**config.mk**
```make
export PLATFORM = sky130hd
export DESIGN_NAME = dispense_scheduler
export DESIGN_NICKNAME = d
export VERILOG_FILES = /design/src/rtl/dispense_scheduler.sv
export SDC_FILE = /design/constraint.sdc
export NUM_CORES = 1
export LEC_CHECK = 0
export CAP_MARGIN = 5
export CORE_ASPECT_RATIO = 1.2
export CORE_MARGIN = 5
export CORE_UTILIZATION = 50
export DETAILED_ROUTE_END_ITERATION = 8
export GPL_TIMING_DRIVEN = 0
export PLACE_DENSITY = 0.83
export SYNTH_ARGS = -nofsm -noshare
export SYNTH_HDL_FRONTEND = slang
export SYNTH_SLANG_ARGS = --single-unit
```
**constraint.sdc**
```tcl
create_clock -name clk -period 2.9 [get_ports clk]
set_input_delay 0.29 -clock clk [delete_from_list [all_inputs] [get_ports clk]]
set_output_delay 0.29 -clock clk [all_outputs]
set_load 0.02 [all_outputs]
```
**src/rtl/dispense_scheduler.sv**
```systemverilog
// Dispense demux sequencer: arbitrates A/B requests, drives sel/pulse, guard, ack.
// Define DISPENSE_RR_EN for round-robin arbitration; default is fixed priority to A.
module dispense_scheduler #(
    parameter int PULSE_CYCLES = 4,
    parameter int GUARD_CYCLES = 2
) (
    input  logic clk,
    input  logic rst,
    input  logic req_a,
    input  logic req_b,
    input  logic stock_a,
    input  logic stock_b,
    output logic sel,
    output logic pulse,
    output logic ack_a,
    output logic ack_b,
    output logic busy
);

    if (PULSE_CYCLES < 1 || PULSE_CYCLES > 255) begin : g_bad_pulse
        $error("dispense_scheduler: PULSE_CYCLES must be 1..255");
    end
    if (GUARD_CYCLES < 0 || GUARD_CYCLES > 255) begin : g_bad_guard
        $error("dispense_scheduler: GUARD_CYCLES must be 0..255");
    end

    localparam logic [7:0] PULSE_LD = 8'(PULSE_CYCLES);
    localparam logic [7:0] GUARD_LD = 8'(GUARD_CYCLES);

    typedef enum logic [2:0] {IDLE, SETUP, PULSE, GUARD, ACK} state_t;

    state_t     state, state_nxt;
    logic [7:0] cnt, cnt_nxt;
    logic       sel_nxt;
    logic       va, vb, win_a;

    assign va = req_a & stock_a;
    assign vb = req_b & stock_b;

`ifdef DISPENSE_RR_EN
    logic last_a;  // 1 when the previous completed grant went to A

    always_ff @(posedge clk or posedge rst) begin
        if (rst) begin
            last_a <= 1'b0;
        end else if (state == ACK) begin
            last_a <= sel;
        end
    end

    assign win_a = va & (~vb | ~last_a);
`else
    assign win_a = va;
`endif

    always_comb begin
        // NOTE: defaults first so every path assigns every signal; no latches.
        state_nxt = state;
        cnt_nxt   = cnt;
        sel_nxt   = sel;
        case (state)
            IDLE: begin
                if (va | vb) begin
                    sel_nxt   = win_a;
                    state_nxt = SETUP;
                end
            end
            SETUP: begin
                cnt_nxt   = PULSE_LD;
                state_nxt = PULSE;
            end
            PULSE: begin
                cnt_nxt = cnt - 8'd1;
                if (cnt_nxt == 8'd0) begin
                    if (GUARD_CYCLES == 0) begin
                        state_nxt = ACK;
                    end else begin
                        cnt_nxt   = GUARD_LD;
                        state_nxt = GUARD;
                    end
                end
            end
            GUARD: begin
                cnt_nxt = cnt - 8'd1;
                if (cnt_nxt == 8'd0) begin
                    state_nxt = ACK;
                end
            end
            ACK: begin
                state_nxt = IDLE;
            end
            default: begin
                state_nxt = IDLE;
            end
        endcase
    end

    // Outputs are registered from the next state so they line up with the state register.
    always_ff @(posedge clk or posedge rst) begin
        // NOTE: non-blocking assignments for all sequential state.
        if (rst) begin
            state <= IDLE;
            cnt   <= 8'd0;
            sel   <= 1'b0;
            pulse <= 1'b0;
            ack_a <= 1'b0;
            ack_b <= 1'b0;
            busy  <= 1'b0;
        end else begin
            state <= state_nxt;
            cnt   <= cnt_nxt;
            sel   <= sel_nxt;
            pulse <= (state_nxt == PULSE);
            ack_a <= (state_nxt == ACK) & sel_nxt;
            ack_b <= (state_nxt == ACK) & ~sel_nxt;
            busy  <= (state_nxt != IDLE);
        end
    end

endmodule

```
==> impl_metrics.toml <==
[routing]
post-route-drc-count = 0
dr.pass1.iters = 4
wl_per_cell_um = 14.9
post_drt_via_cell_ratio = 5.84
dr.first_iter.drc_count = 15
ant_nets = 0
wirelength_um = 1760
routed-via-count = 689

[power]
power.ir.vdd_worst_uv = 549
pwr_density_cell_nw_per_um2 = 1020
cellLeakagePower_nw = 0.431

[timing]
timing.max_slew.rel_slack_pct = 59.7
fin_worst_skew_ns = 0.00208
final_max_slew_viol_count = 0
fin_crit_ns = 1.95
grt_setup_unrepaired = "false"
max_slew.worst_pin.slew_ns = 0.604
crit_share_post_route_pct = 67.1
final-hold-violation-count = 0
fmax_ghz = 0.514
setup_total_neg_slack_ns = 0
setup_viol = 0

[place]
detailed_place_hpwl_um = 1280
portBuffers = 10
gp_congestion = 0.750
dpl_cell_area_um2 = 991

[critical_path]
startpoint_type = "flip-flop"
slowest_delay_ns = 0.50
worstPathCellList = "inv_1 -> ha_1 -> or2_1 -> o32a_4 -> or2_4 -> o211ai_2"
cp_data_arrival_time_ns = 2.15
worstPathMaxFanout = 8
critical_path.slowest_cell = "sky130_fd_sc_hd__dfrtp_1"
critPathRequiredTime_ns = 3.10
worstSetupEndpointType = "flip-flop"
regToRegSetupSlack_ns = 0.95
worstSetupPathType = "flip-flop to flip-flop"

[logic_synthesis]
syn_nets = 95
async_flop_share_pct = 100
prevailing_post_synth_register_cell = "sky130_fd_sc_hd__dfrtp_1"
synth_edf_count = 0
yosys.area_share.simple_pct = 22.3
synth.ff_latch_count = 16
synth_common_cells = "16 x sky130_fd_sc_hd__dfrtp_1, 8 x sky130_fd_sc_hd__nand2_1, 7 x sky130_fd_sc_hd__nor2_1, 6 x sky130_fd_sc_hd__o21ai_0"
synth_area_leader_cell = "sky130_fd_sc_hd__dfrtp_1"
synth.yosys.seq_area_share_pct = 46.1
post_synthesis_share_of_cell_area_spent_on_xor_and_xnor_gates_pct = 0
post_synth_num_cell_types = 35
synth_most_common_cell = "sky130_fd_sc_hd__dfrtp_1"
synthesized_area_fraction_occupied_by_ao_oa_aoi_and_oai_cells_pct = 21.2
post_synth_fa_ha_maj_area_fraction_pct = 2.88
syn_area_um2 = 868
synth_top_cell_area_share_pct = 46.1
post_synth_mux_area_share_pct = 3.89
largest_family_of_logic_cells_by_synthesized_area = "simple AND/OR/NAND/NOR gates"
synth.yosys.warnings = 0
netlist_instances = 87
synth.avg_cell_area_um2 = 9.98
synth_top_cells_by_area = "sky130_fd_sc_hd__dfrtp_1 46%, sky130_fd_sc_hd__a22o_1 4.0%, sky130_fd_sc_hd__mux2_2 3.9%, sky130_fd_sc_hd__o21ai_0 3.5%, sky130_fd_sc_hd__nand2_1 3.5%"

[status]
status = "finished clean"

[cts]
clock_network_latency_to_the_later_pin_of_the_worst_skew_pair_ns = 0.28
number_of_buffers_on_the_longest_clock_path = 2
number_of_clock_buffers_inserted_by_tritoncts = 3
cts_tree = "done"
cts.sinks = 16
htreeDepth = 1
cts_hold_buffers = 0
clock-root-buffer = "sky130_fd_sc_hd__clkbuf_4"
cts_post_setup_buffers_inserted = 0
cts_repair_resize_count = 0
clk_pin_slew_ns = 0.08

[grt]
globalRouteTotalUtil_pct = 13.8
grt_start_max_net_pins = 17
antenna_violations_before_repair = 0
grt-ovfl-total = 0
grt_first_pass_wirelength_um = 2630
number_of_global_route_vias_before_repair = 638

[floorplanning]
die_width_um = 48.0
ioPinCount = 11
initial_utilization_pct = 52.9
die-height_um = 55.7
row_count = 16
die_area_um2 = 2670
core-area_um2 = 1640

[final_layout]
layout.cell_area.non_filler_um2 = 1010
layout-drive-gt1-share_pct = 15.0
area_growth_syn_to_layout_pct = 16.7
insertedDiodeCount = 0
finalNetCount = 110

[flow_run]
max-cap-violations = 0

[hold_path]
worst_hold_path_type = "input port to asynchronous set/reset pin"
worst max-delay path, delay by kind of cell, from the launching register on:
kind	cells	cell delay, ns
DFF	1	0.50
buffers and inverters	1	0.08
and+or+nand+nor	2	0.55
AOI/OAI and AO/OA	2	0.52
adders and majority gates	1	0.22
worst paths after layout:
path                                       to  depth (start not counted)                from
min                            busy$_DFF_PP0_                          2                 rst
max in group asynchronous  cnt[5]$_DFFE_PP0P_                          2                 rst
max reg2reg                state[0]$_DFF_PP0_                          6  cnt[0]$_DFFE_PP0P_
max                        state[0]$_DFF_PP0_                          6  cnt[0]$_DFFE_PP0P_
min reg2reg                cnt[5]$_DFFE_PP0P_                          2  cnt[5]$_DFFE_PP0P_
min in group clk           cnt[5]$_DFFE_PP0P_                          2  cnt[5]$_DFFE_PP0P_
power breakdown:
part,internal (mW),leakage [nW],switching (mW)
Combinational,0.257,0.225,0.263
Sequential,0.309,0.193,0.0946
Clock,0.0482,0.0138,0.0627
Total,0.615,0.431,0.420
flip-flops by register name (all words and copies together) (netlist names):
name / cells
ack_a: 1
ack_b: 1
busy: 1
cnt: 8
pulse: 1
sel: 1
state: 3
per-layer routing:
metal	global-route usage, %	share of wire (%)
met1	14.0	40
met2	23.6	53
met3	3.56	4.8
met4	7.69	2.0
met5	0	0
cell type report:
cell class / count / area (µm²)
multi-input cells: 63 / 437
inverters: 4 / 15.0
well taps: 18 / 22.5
fillers: 128 / 628
plain buffers: 4 / 16.3
flip-flops and latches: 16 / 400
clock buffers: 3 / 22.5
repair buffers: 10 / 100
cells in the final DEF (no fill, tap or decap), types with 2 or more instances in the layout:
master and count:
sky130_fd_sc_hd__a21oi_1 2, sky130_fd_sc_hd__a22o_1 4, sky130_fd_sc_hd__clkbuf_1 3, sky130_fd_sc_hd__clkbuf_4 3, sky130_fd_sc_hd__clkdlybuf4s50_1 10, sky130_fd_sc_hd__dfrtp_1 16, sky130_fd_sc_hd__ha_1 2, sky130_fd_sc_hd__inv_1 4
sky130_fd_sc_hd__mux2_2 3, sky130_fd_sc_hd__nand2_1 8, sky130_fd_sc_hd__nand2b_1 2, sky130_fd_sc_hd__nor2_1 7, sky130_fd_sc_hd__nor2b_1 3, sky130_fd_sc_hd__nor3_1 2, sky130_fd_sc_hd__o21a_1 2, sky130_fd_sc_hd__o21ai_0 6
sky130_fd_sc_hd__o31ai_1 3
cell families (layout without fill, tap and decap cells):
kind of cell | Yosys count | count (layout)
compound gates | 24 | 24
simple gates | 34 | 34
mux | 3 | 3
flops | 16 | 16
fa+ha+maj | 2 | 2
buf+inv | 8 | 21
stage by stage:
stage	worst slack, ns	hold slack (ns)	std cells	total power [mW]	util [%]
2_1_floorplan	1.14	0.204	87	0.784	-
3_3_place_gp	1.05	0.533	115	0.892	60.4
3_5_place_dp	1.00	0.535	115	0.923	60.4
4_1_cts	0.965	0.394	118	1.04	61.7
5_1_grt	0.915	0.413	118	1.11	61.7
6_report	0.953	0.378	118	1.03	61.7
(Power assumes the default switching activity.)
